File: config.mk
export PLATFORM = sky130hd
export DESIGN_NAME = explosion_sched
export DESIGN_NICKNAME = d
export VERILOG_FILES = /design/src/rtl/explosion_pkg.sv /design/src/rtl/expl_slot_hit.sv /design/src/rtl/explosion_sched.sv
export SDC_FILE = /design/constraint.sdc
export NUM_CORES = 1
export LEC_CHECK = 0
export BUFFER_PORTS_ARGS = -buffer_cell sky130_fd_sc_hd__buf_2
export CAP_MARGIN = 10
export CORE_MARGIN = 4
export CORE_UTILIZATION = 56
export CTS_CLUSTER_DIAMETER = 120
export CTS_CLUSTER_SIZE = 25
export DETAILED_ROUTE_END_ITERATION = 10
export GPL_TIMING_DRIVEN = 0
export PLACE_DENSITY = 0.77
export SETUP_SLACK_MARGIN = 0.4
export SLEW_MARGIN = 0
export SYNTH_ARGS = -nofsm -noshare
export SYNTH_HDL_FRONTEND = slang
export SYNTH_SLANG_ARGS = --single-unit
File: constraint.sdc
create_clock -name Clk -period 5.4 [get_ports Clk]
set_input_delay 0.27 -clock Clk [delete_from_list [all_inputs] [get_ports Clk]]
set_output_delay 0.27 -clock Clk [all_outputs]
set_load 0.02 [all_outputs]
File: src/rtl/explosion_pkg.sv
// explosion_pkg: shared sprite constants and the per-slot record for the explosion scheduler
package explosion_pkg;
    localparam int         SPR_W           = 30;
    localparam int         SPR_DEPTH       = SPR_W * SPR_W;
    localparam logic [3:0] TRANSPARENT_IDX = 4'h0;
    typedef struct packed {
        logic       active;
        logic [9:0] x;
        logic [9:0] y;
        logic [7:0] life;
    } expl_slot_t;
endpackage

File: src/rtl/expl_slot_hit.sv
// expl_slot_hit: sprite-box hit test and sprite RAM offset for one explosion slot
module expl_slot_hit
    import explosion_pkg::*;
(
    input  logic        active,
    input  logic [9:0]  x,
    input  logic [9:0]  y,
    input  logic [9:0]  draw_x,
    input  logic [9:0]  draw_y,
    output logic        hit,
    output logic [18:0] addr
);
    logic [10:0] dx, dy;
    // 11-bit unsigned distances; the >= guards keep sprites near 1023 from wrapping to 0
    always_comb begin
        dx   = {1'b0, draw_x} - {1'b0, x};
        dy   = {1'b0, draw_y} - {1'b0, y};
        hit  = active && draw_x >= x && draw_y >= y && dx < 11'(SPR_W) && dy < 11'(SPR_W);
        addr = 19'(dy) * 19'(SPR_W) + 19'(dx);
    end
endmodule

File: src/rtl/explosion_sched.sv
// explosion_sched: allocates and ages explosion slots and shares the sprite RAM read port among them
module explosion_sched
    import explosion_pkg::*;
#(
    parameter int NUM_SLOTS = 4,
    parameter int LIFETIME  = 16
) (
    input  logic        Clk,
    input  logic        Reset_n,
    input  logic        frame_tick,
    input  logic        trig_valid,
    input  logic [9:0]  trig_x,
    input  logic [9:0]  trig_y,
    output logic        trig_ready,
    input  logic [9:0]  DrawX,
    input  logic [9:0]  DrawY,
    output logic [18:0] ram_read_address,
    input  logic [3:0]  ram_data,
    output logic        expl_on,
    output logic [3:0]  expl_color,
    output logic [3:0]  active_count
);
    expl_slot_t           slots   [NUM_SLOTS];
    expl_slot_t           slots_n [NUM_SLOTS];
    logic [18:0]          addrs   [NUM_SLOTS];
    logic [NUM_SLOTS-1:0] hits;
    logic [18:0]          win_addr;
    logic [3:0]           count_n;
    logic                 taken, hit_d1, hit_d2;

    // a fresh spawn takes priority over ageing, so it keeps its full LIFETIME
    always_comb begin
        trig_ready = 1'b0;
        taken      = 1'b0;
        count_n    = '0;
        for (int i = 0; i < NUM_SLOTS; i++) begin
            trig_ready |= ~slots[i].active;
            slots_n[i] = slots[i];
            if (trig_valid && !taken && !slots[i].active) begin
                slots_n[i] = '{1'b1, trig_x, trig_y, 8'(LIFETIME)};
                taken      = 1'b1;
            end else if (frame_tick && slots[i].active) begin
                slots_n[i].active = slots[i].life != 8'd1;
                slots_n[i].life   = slots[i].life - 8'd1;
            end
            count_n += 4'(slots_n[i].active);
        end
    end

    for (genvar g = 0; g < NUM_SLOTS; g++) begin : g_hit
        expl_slot_hit u_hit (
            .active (slots[g].active),
            .x      (slots[g].x),
            .y      (slots[g].y),
            .draw_x (DrawX),
            .draw_y (DrawY),
            .hit    (hits[g]),
            .addr   (addrs[g])
        );
    end

    // scanning downward lets the lowest hitting index win
    always_comb begin
        win_addr = '0;
        for (int i = NUM_SLOTS - 1; i >= 0; i--)
            win_addr = hits[i] ? addrs[i] : win_addr;
    end

    always_ff @(posedge Clk) begin
        if (!Reset_n) begin
            for (int i = 0; i < NUM_SLOTS; i++) slots[i] <= '0;
            active_count     <= '0;
            ram_read_address <= '0;
            hit_d1           <= 1'b0;
            hit_d2           <= 1'b0;
        end else begin
            for (int i = 0; i < NUM_SLOTS; i++) slots[i] <= slots_n[i];
            active_count     <= count_n;
            ram_read_address <= win_addr;
            hit_d1           <= |hits;
            hit_d2           <= hit_d1;
        end
    end

    // ram_data arrives one cycle after the address, already aligned with hit_d2
    always_comb begin
        expl_color = hit_d2 ? ram_data : 4'h0;
        expl_on    = hit_d2 && ram_data != TRANSPARENT_IDX;
    end
endmodule

======== Word-level counts from Yosys, hierarchy flattened ========
Memory sizes are Yosys's and may differ from the RTL's.
Cells that the tools add are included.
word-level totals
  flip-flop bits (word level) ............. 25
  memories ................................ 1
  bits in writable memories ............... 116
  input port bits ......................... 48
memory list
  name   depth  bits a word  rd ports  clocked after memory_dff  write ports  RTL line               source
  slots  4      29           4         0                         4            explosion_sched.sv:23  expl_slot_t slots [NUM_SLOTS];
cells by class
  $lt $le $gt $ge ......................... 16
  add/subtract/negate cells ............... 19
  equal/unequal tests ..................... 4
  bitwise logic cells ..................... 11
  reduce and logical (&&, ||, !) cells .... 37
  mux-type cells .......................... 34
  multiply operators ...................... 4
operator list
  kind                                                                     number
  29-bit 2-to-1 mux                                                        4
  11-bit by 5-bit < comparator with 1-bit output, second input constant    8
  10-bit by 10-bit subtractor with 11-bit output                           8
  10-bit >= comparator                                                     8
  20-bit 2-to-1 mux                                                        4
  19-bit 2-to-1 mux                                                        4
  16-bit by 11-bit adder with 17-bit output                                4
  8-bit 2-to-1 mux                                                         8
  11-bit by 4-bit multiplier with 15-bit output, second input constant     4
  8-bit by 1-bit inequality test with 1-bit output, second input constant  4
  8-bit by 1-bit subtractor with 8-bit output, second input constant       4
  1-bit logical AND                                                        28
  1-bit 2-to-1 mux                                                         13
  1-bit logical NOT                                                        7
  1-bit OR                                                                 7
  3-bit by 1-bit adder with 4-bit output                                   1
  4-bit 2-to-1 mux                                                         1
  1-bit inverter                                                           4
  4-bit nonzero test                                                       1
  4-bit OR reduction                                                       1
  2-bit by 1-bit adder with 3-bit output                                   1
  1-bit by 1-bit adder with 2-bit output                                   1

======== Depth between registers and ports, before layout ========
Gate-level depths: netlist (run 1).
An unclocked memory read counts as a cell.
  depth in word-level cells ............... 17
  depth in mapped cells ................... 27

======== By module ========
Synthesis (run 1) repeated with hierarchy kept, for this count alone.
unflattened totals
  cells, all modules ...................... 2152
  area, all modules ....................... 16693.5 µm²
by module, submodules not included
  module                               seq. area each (µm²)  instances  cells an instance  area each (µm²)
  explosion_sched                      2802.7                1          673                5652.9
  expl_slot_hit at g_hit[2].u_hit ...  0.0                   2          360                2697.6
  expl_slot_hit at g_hit[1].u_hit      0.0                   1          390                2902.8
  expl_slot_hit at g_hit[0].u_hit      0.0                   1          369                2742.6

======== Worst setup path after synthesis (run 1) ========
No wires, ideal clock.
  kind .................................... input -> register
  start point ............................. input port DrawY[0]
  end point ............................... register ram_read_address[14]
  setup slack ............................. -0.034 ns
  path buffers ............................ 0
  library setup time ...................... 0.086 ns
  arrival time ............................ 5.349 ns
  data required time ...................... 5.314 ns
  stages on the path ...................... 25
  cells stage by stage .................... inv_1 > ha_1 > inv_1 > fa_1 > a21o_1 > a21oi_1 > xnor2_1 > inv_1 > fa_1 > inv_1 > fa_1 > ha_1 > a21oi_1 > xnor2_1 > ha_1 > or2_2 > a21boi_0 > and3_1 > a221oi_1 > nor2b_1 > o21a_1 > nand2_1 > xnor2_1 > o21ai_0 > a211oi_1
between the ends
  longest elaborated chain between the ends .. 8
  elaborated cells between the ends (all ways) .. 36
RTL lines
  what                                                                               RTL line               source
  from (decl)                                                                        explosion_sched.sv:16  input logic [9:0] DrawY,
  branches (longest 7 deep; another with 16-bit by 11-bit adder with 17-bit output)  n/a
  19-bit 2-to-1 mux *                                                                explosion_sched.sv:66  win_addr = hits[i] ? addrs[i] : win_addr;
  to (signal assigned)                                                               explosion_sched.sv:79  ram_read_address <= win_addr;
  to (decl)                                                                          explosion_sched.sv:17  output logic [18:0] ram_read_address,
Every way passes the cells marked *.
A chain may end at the register's enable or synchronous reset.

==> results.sh, run 1 <==
export IMPL_cts_tree="done"
export IMPL_yosys_warnings=0
export IMPL_cts_made_buffers=17
export IMPL_setup_viol=4
export IMPL_topRoutingLayerUsed="met5"
export IMPL_ir_drop_mv=0.634
export IMPL_cp_slowest_stage_delay_ps=560
export IMPL_yosys_area_top_type="ha_1"
export IMPL_final_common_cell="nand2_1"
export IMPL_ys_seq_area_share_pct=17.3
export IMPL_p_int_mw=7.55
export IMPL_met3_length_um=4140
export IMPL_slowest_stage="or4_4"
export IMPL_netSwitchingPower_mw=7.10
export IMPL_cts_hold_buffers=0
export IMPL_start_util_pct=57.1
export IMPL_layout_common_cells="240 x nand2_1, 237 x inv_1, 191 x ha_1, 155 x a21oi_1, 130 x dfxtp_1"
export IMPL_nets=2610
export IMPL_power_mw=14.6
export IMPL_hold_path_class="input pin to register"
export IMPL_slew_headroom_pct=20.2
export IMPL_clockBufferDepth=2
export IMPL_clock_latency_ps=450
export IMPL_status="complete, but fails checks"
export IMPL_first_pass_iters=5
export IMPL_io_buffers=73
export IMPL_worstSetupPathType="register to register"
export IMPL_cts_sinks=138
export IMPL_dr_wl_met2_um=23500
export IMPL_critPathCaptureType="register"
export IMPL_syn_avg_cell_area_um2=7.86
export IMPL_drt_iter0_drc=1507
export IMPL_antenna_found_initial=1
export IMPL_start_kind="register"
export IMPL_num_antenna_cells=0
export IMPL_ant_nets=0
export IMPL_fill_cells=2000
export IMPL_fp_dieH_um=177
export IMPL_rows=61
export IMPL_synth_edf_count=0
export IMPL_power_density_nw_per_um2=730
export IMPL_path_buf_inv=4
export IMPL_h_tree_depth=4
export IMPL_grt_max_degree=17
export IMPL_rr_worst_depth=26
export IMPL_whs_path_depth=3
export IMPL_rsz0062_at_grt="true"
export IMPL_pwr_share_clk_pct=8.4
export IMPL_cp_max_fo=5
export IMPL_routabilityCongestion=0.935
export IMPL_arrival_ps=5950
export IMPL_num_vias=15800
export IMPL_period_minus_slack_ps=5600
export IMPL_critPathRequiredTime_ps=5750
export IMPL_min_delay_start="trig_x[8]"
export IMPL_ys_ff_latch=138
export IMPL_hold_viol=0
export IMPL_layout_drive_gt1_share_pct=23.4
export IMPL_seq_power_share_pct=7.2
export IMPL_leakagePower_nw=8.52
export IMPL_cp_top_family="compound AO/OA/AOI/OAI gates"
export IMPL_r2r_start="slots[2][9]"
export IMPL_ys_top_cells_by_area="ha_1 18%, dfxtp_1 17%, fa_1 9.8%"
export IMPL_wl_um=51900
export IMPL_grt_usage_pct=30.8
export IMPL_tightest_slew_ps=1180
export IMPL_area_growth_pct=26.0
export IMPL_seq_area_um2=2780
export IMPL_max_freq_mhz=178
export IMPL_period_share_pct=104
export IMPL_cpMostUsedCell="a21o_1"
export IMPL_synth_top_area_share_pct=18.4
export IMPL_p_sw_share_pct=48.5
export IMPL_place_hpwl_um=37200
export IMPL_grt_pass1_vias=15000
export IMPL_cp_depth=26
export IMPL_path_clk_slew_ps=70
export IMPL_clockRootBuffer="clkbuf_16"
export IMPL_num_io_pins=77
export IMPL_die_w_um=177
export IMPL_cp_startpoint="slots[2][9]"
export IMPL_finClkSkew_ps=22.5
export IMPL_ys_flop_type="dfxtp_1"
export IMPL_drt_met1_wl_um=21000
export IMPL_postSynthCellCount=2029
export IMPL_grt_pass1_wl_um=77300
export IMPL_worst_slack_ps=-205
export IMPL_synth_cell_types=73
export IMPL_whs_ps=124
export IMPL_synth_area_um2=15900
export IMPL_maxCapViolations=0
export IMPL_avgRoutedWirePerCell_um=19.6
export IMPL_multi_input_area_um2=13600
export IMPL_vias_per_cell=5.99
export IMPL_violations="negative setup slack"
export IMPL_grt_overflow_total=0
export IMPL_drcViolationCount=0
export IMPL_p_comb_share_pct=84.3
export IMPL_dieArea_um2=31200
export IMPL_async_reset_ff_share_pct=0
export IMPL_core_area_um2=27900
export IMPL_maxSlewViolCount=0
-- worst paths after layout --
| kind | to | slack [ps] |
|---|---|---|
| max | ram_read_address[14] | -200 |
| min | slots[3][26] | 120 |
| max reg2reg | ram_read_address[14] | -200 |
| min reg2reg | slots[3][27] | 460 |
-- Yosys cell counts, drive strengths merged (13+ instances only) --
master	instances
inv	275
nand2	245
ha	234
a21oi	190
dfxtp	138
nor2	122
xnor2	108
fa	78
o21ai	68
xor2	63
clkbuf	41
a21o	39
nor3	34
nand3	31
nor2b	27
o21bai	27
o21a	24
and2	20
nor4	19
a211oi	18
nand2b	18
o211ai	16
or2	14
a31oi	13
-- area by class of cell --
type,count,area share (%)
Multi-Input combinational cell,1572,67.9
Clock buffer,18,2.19
Buffer,45,0.966
Timing Repair Buffer,200,6.75
Tap cell,378,2.36
Sequential cell,138,13.8
Clock inverter,14,0.785
Inverter,276,5.18
-- sequential cells by signal (all words and copies together) (netlist names) --
signal,flops
hit_d2,1
hit_d1,1
ram_read_address,17
slots,116
active_count,3
-- metrics by stage --
step	std cells	utilization [%]	instance area [um^2]	setup TNS, ps	setup WS, ps
floorplan	2031	-	16200	0	372
global placement	2482	61.0	17100	-6250	-783
detailed placement	2482	61.1	17100	-7350	-864
CTS	2605	69.5	19400	0	105
global route	2641	71.9	20100	-1180	-313
finish	2641	71.9	20100	-400	-205
-- worst register-to-register path, delay by kind of cell, from the launching register on --
family / cells / cell delay, ps
XOR/XNOR: 3 / 420
buffers and inverters: 4 / 420
AO/OA/AOI/OAI: 11 / 1800
adder cells (fa/ha/maj): 4 / 1390
AND/OR/NAND/NOR: 4 / 1130
flip-flops: 1 / 360
-- cells by family after synthesis --
kind of cell / Yosys count / share of synthesized area [%]
simple gates: 600 / 17.7
compound gates: 479 / 19.3
buf+inv: 321 / 7.65
fa+ha+maj: 314 / 28.3
xor+xnor: 171 / 9.44
flops: 138 / 17.3
mux: 5 / 0.314
other cells: 1 / 0.0235
-- power groups by stage --
stage               logic [mW]  clock network [mW]  registers, mW
finish                    12.4                1.23           1.06
global route              13.1                1.28           1.06
CTS                       10.6                1.24           1.06
detailed placement        8.22                   0           1.08
global placement          8.00                   0           1.08
floorplan                 6.58                   0           1.08
-- per-layer routing --
layer / track usage [%] / vias up
met5: 0 / -
met4: 14.7 / 2
met1: 40.0 / 7475
li1: - / 7331
met2: 49.8 / 796
met3: 5.73 / 218
-- what timing repair did --
item | in CTS | in global routing
pin swaps | 136 | 111
buffers inserted | 91 | 36
gates resized for setup | 197 | 101
setup endpoints to repair | 18 | 17
Power figures use the tool's default switching activity.
==> inputs of run 2 (changes only) <==
Settings changed: PLACE_DENSITY 0.77 to 0.74.
Clock period 5.4 ns to 6.45 ns, I/O delays scaled along.
==> run 2 against run 1 <==
Against the previous run: sequential share of layout area increased by 1.8 points; largest cell class unchanged; the flow now finishes without violations; setup slack improved by 860 ps; total power fell by 37%.
==> results.sh, run 2 (synthesis gave the netlist of run 1 again) <==
export IMPL_status="complete, no violations"
export IMPL_top_regs="slots x116, ram_read_address x17, active_count x3"
export IMPL_cts_sinks=138
export IMPL_vias_per_cell=5.71
export IMPL_rsz0062_at_grt="true"
export IMPL_dieArea_um2=31200
export IMPL_drcViolationCount=0
export IMPL_core_area_um2=27900
export IMPL_num_antenna_cells=0
export IMPL_rr_worst_depth=22
export IMPL_seq_power_share_pct=9.7
export IMPL_hold_viol=0
export IMPL_crit_path_cell_trace="ha_1, inv_1, fa_1, a21o_1, a21oi_2, o21ai_0, a21oi_1, xnor2_2, inv_2, fa_1, fa_1, inv_1, ha_1, and2_1, nand3_1, or3_1, nand4b_1, a21oi_1, xnor2_2, nand2_1, or4_1, a2111oi_2"
export IMPL_p_int_mw=4.49
export IMPL_fill_cells=2485
export IMPL_period_share_pct=89.8
export IMPL_maxCapViolations=0
export IMPL_critPathRequiredTime_ps=6760
export IMPL_period_minus_slack_ps=5790
export IMPL_setup_viol=0
export IMPL_critPathCaptureType="register"
export IMPL_r2r_start="slots[2][8]"
export IMPL_grt_pass1_vias=14000
export IMPL_netSwitchingPower_mw=4.67
export IMPL_rows=61
export IMPL_hold_end="slots[1][21]"
export IMPL_hold_path_class="input pin to register"
export IMPL_finClkSkew_ps=19.6
export IMPL_slew_headroom_pct=25.0
export IMPL_cts_hold_buffers=0
export IMPL_ir_drop_mv=0.394
export IMPL_leakagePower_nw=7.67
export IMPL_layout_common_cells="270 x inv_1, 244 x nand2_1, 234 x ha_1, 180 x a21oi_1, 137 x dfxtp_1"
export IMPL_placed_area_um2=16800
export IMPL_routabilityCongestion=0.977
export IMPL_grt_usage_pct=29.3
export IMPL_rrSetupSlack_ps=660
export IMPL_pwr_share_clk_pct=11.1
export IMPL_grt_pass1_wl_um=73000
export IMPL_power_mw=9.16
export IMPL_num_vias=14400
export IMPL_final_common_cell="inv_1"
export IMPL_whs_path_depth=3
export IMPL_worst_slack_ps=658
export IMPL_first_pass_iters=6
export IMPL_cp_max_fo=6
export IMPL_clock_latency_ps=430
export IMPL_dp_cells=2483
export IMPL_top_register="slots"
export IMPL_nets=2487
export IMPL_clockRootBuffer="clkbuf_16"
export IMPL_whs_ps=188
export IMPL_pre_cts_ws_ps=-74.8
export IMPL_fp_dieH_um=177
export IMPL_h_tree_depth=4
export IMPL_die_w_um=177
export IMPL_avgRoutedWirePerCell_um=18.2
export IMPL_p_sw_share_pct=51.0
export IMPL_antenna_found_initial=0
export IMPL_worstSetupPathType="register to register"
export IMPL_power_density_nw_per_um2=519
export IMPL_place_hpwl_um=37300
export IMPL_start_kind="register"
export IMPL_largest_register_ffs=116
export IMPL_r2r_end="ram_read_address[16]"
export IMPL_setup_tns_ps=0
export IMPL_ant_nets=0
export IMPL_path_clk_slew_ps=70
export IMPL_design_area_um2=17700
export IMPL_tightest_slew_ps=1110
export IMPL_cp_slowest_stage_delay_ps=560
export IMPL_area_growth_pct=10.7
export IMPL_arrival_ps=6100
export IMPL_layout_drive_gt1_share_pct=8.64
export IMPL_start_util_pct=57.1
export IMPL_p_comb_share_pct=79.2
export IMPL_wl_um=45900
export IMPL_cts_made_buffers=17
export IMPL_num_io_pins=77
export IMPL_drt_iter0_drc=1086
export IMPL_grt_overflow_total=0
export IMPL_clockBufferDepth=2
export IMPL_final_cells=2518
export IMPL_max_freq_mhz=173
export IMPL_slowest_stage="fa_1"
export IMPL_min_delay_start="trig_x[3]"
export IMPL_cpMostUsedCell="fa_1"
export IMPL_io_buffers=73
export IMPL_maxSlewViolCount=0
export IMPL_postLayoutCoreUtil_pct=63.2
export IMPL_cts_tree="done"
export IMPL_grt_max_degree=17
## run 2: worst max-delay path, delay by kind of cell, from the launching register on
family | cells | cell delay, ps
AO/OA/AOI/OAI | 6 | 1270
XOR/XNOR | 2 | 510
adder cells (fa/ha/maj) | 5 | 1980
buffers and inverters | 3 | 250
flip-flops | 1 | 350
AND/OR/NAND/NOR | 6 | 1310
## run 2: layout make-up
type | count | area [um^2] | area share [%]
clock buffer | 18 | 429 | 2.43
sequential | 138 | 2760 | 15.7
multi-input combinational | 1572 | 12200 | 69.2
buffer | 45 | 184 | 1.04
inverter | 276 | 1040 | 5.89
tap | 378 | 473 | 2.68
timing repair buffer | 77 | 393 | 2.23
clock inverter | 14 | 148 | 0.836
## run 2: worst max path at each step
stage / from / to / cells past startpoint
2_1_floorplan: DrawY[0] / ram_read_address[14] / 25
3_3_place_gp: DrawY[0] / ram_read_address[12] / 25
3_5_place_dp: DrawY[0] / ram_read_address[15] / 25
4_1_cts: DrawY[0] / ram_read_address[12] / 25
5_1_grt: slots[0][8] / ram_read_address[15] / 24
6_report: slots[2][8] / ram_read_address[16] / 22
## run 2: routing by layer
metal | vias up | GRT usage [%] | share of wire [%]
met3 | 89 | 3.93 | 7.2
met2 | 487 | 44.8 | 42
met1 | 6729 | 42.1 | 46
li1 | 7084 | - | -
met5 | - | 0 | 0
met4 | 0 | 11.7 | 4.7
## run 2: what timing repair did
| item | CTS | global route |
|---|---|---|
| endpoints found under the hold margin | 0 | 0 |
| setup buffers | 0 | 3 |
| pin swaps | 0 | 3 |
| setup endpoints to repair | 1 | 7 |
| resized for setup | 1 | 48 |
## run 2: power by group through the flow
stage | clock network [mW] | logic [mW] | registers (mW)
2_1_floorplan | 0 | 5.32 | 0.905
6_report | 1.02 | 7.26 | 0.888
3_5_place_dp | 0 | 6.75 | 0.907
3_3_place_gp | 0 | 6.63 | 0.906
5_1_grt | 1.06 | 8.01 | 0.891
4_1_cts | 1.02 | 6.81 | 0.888
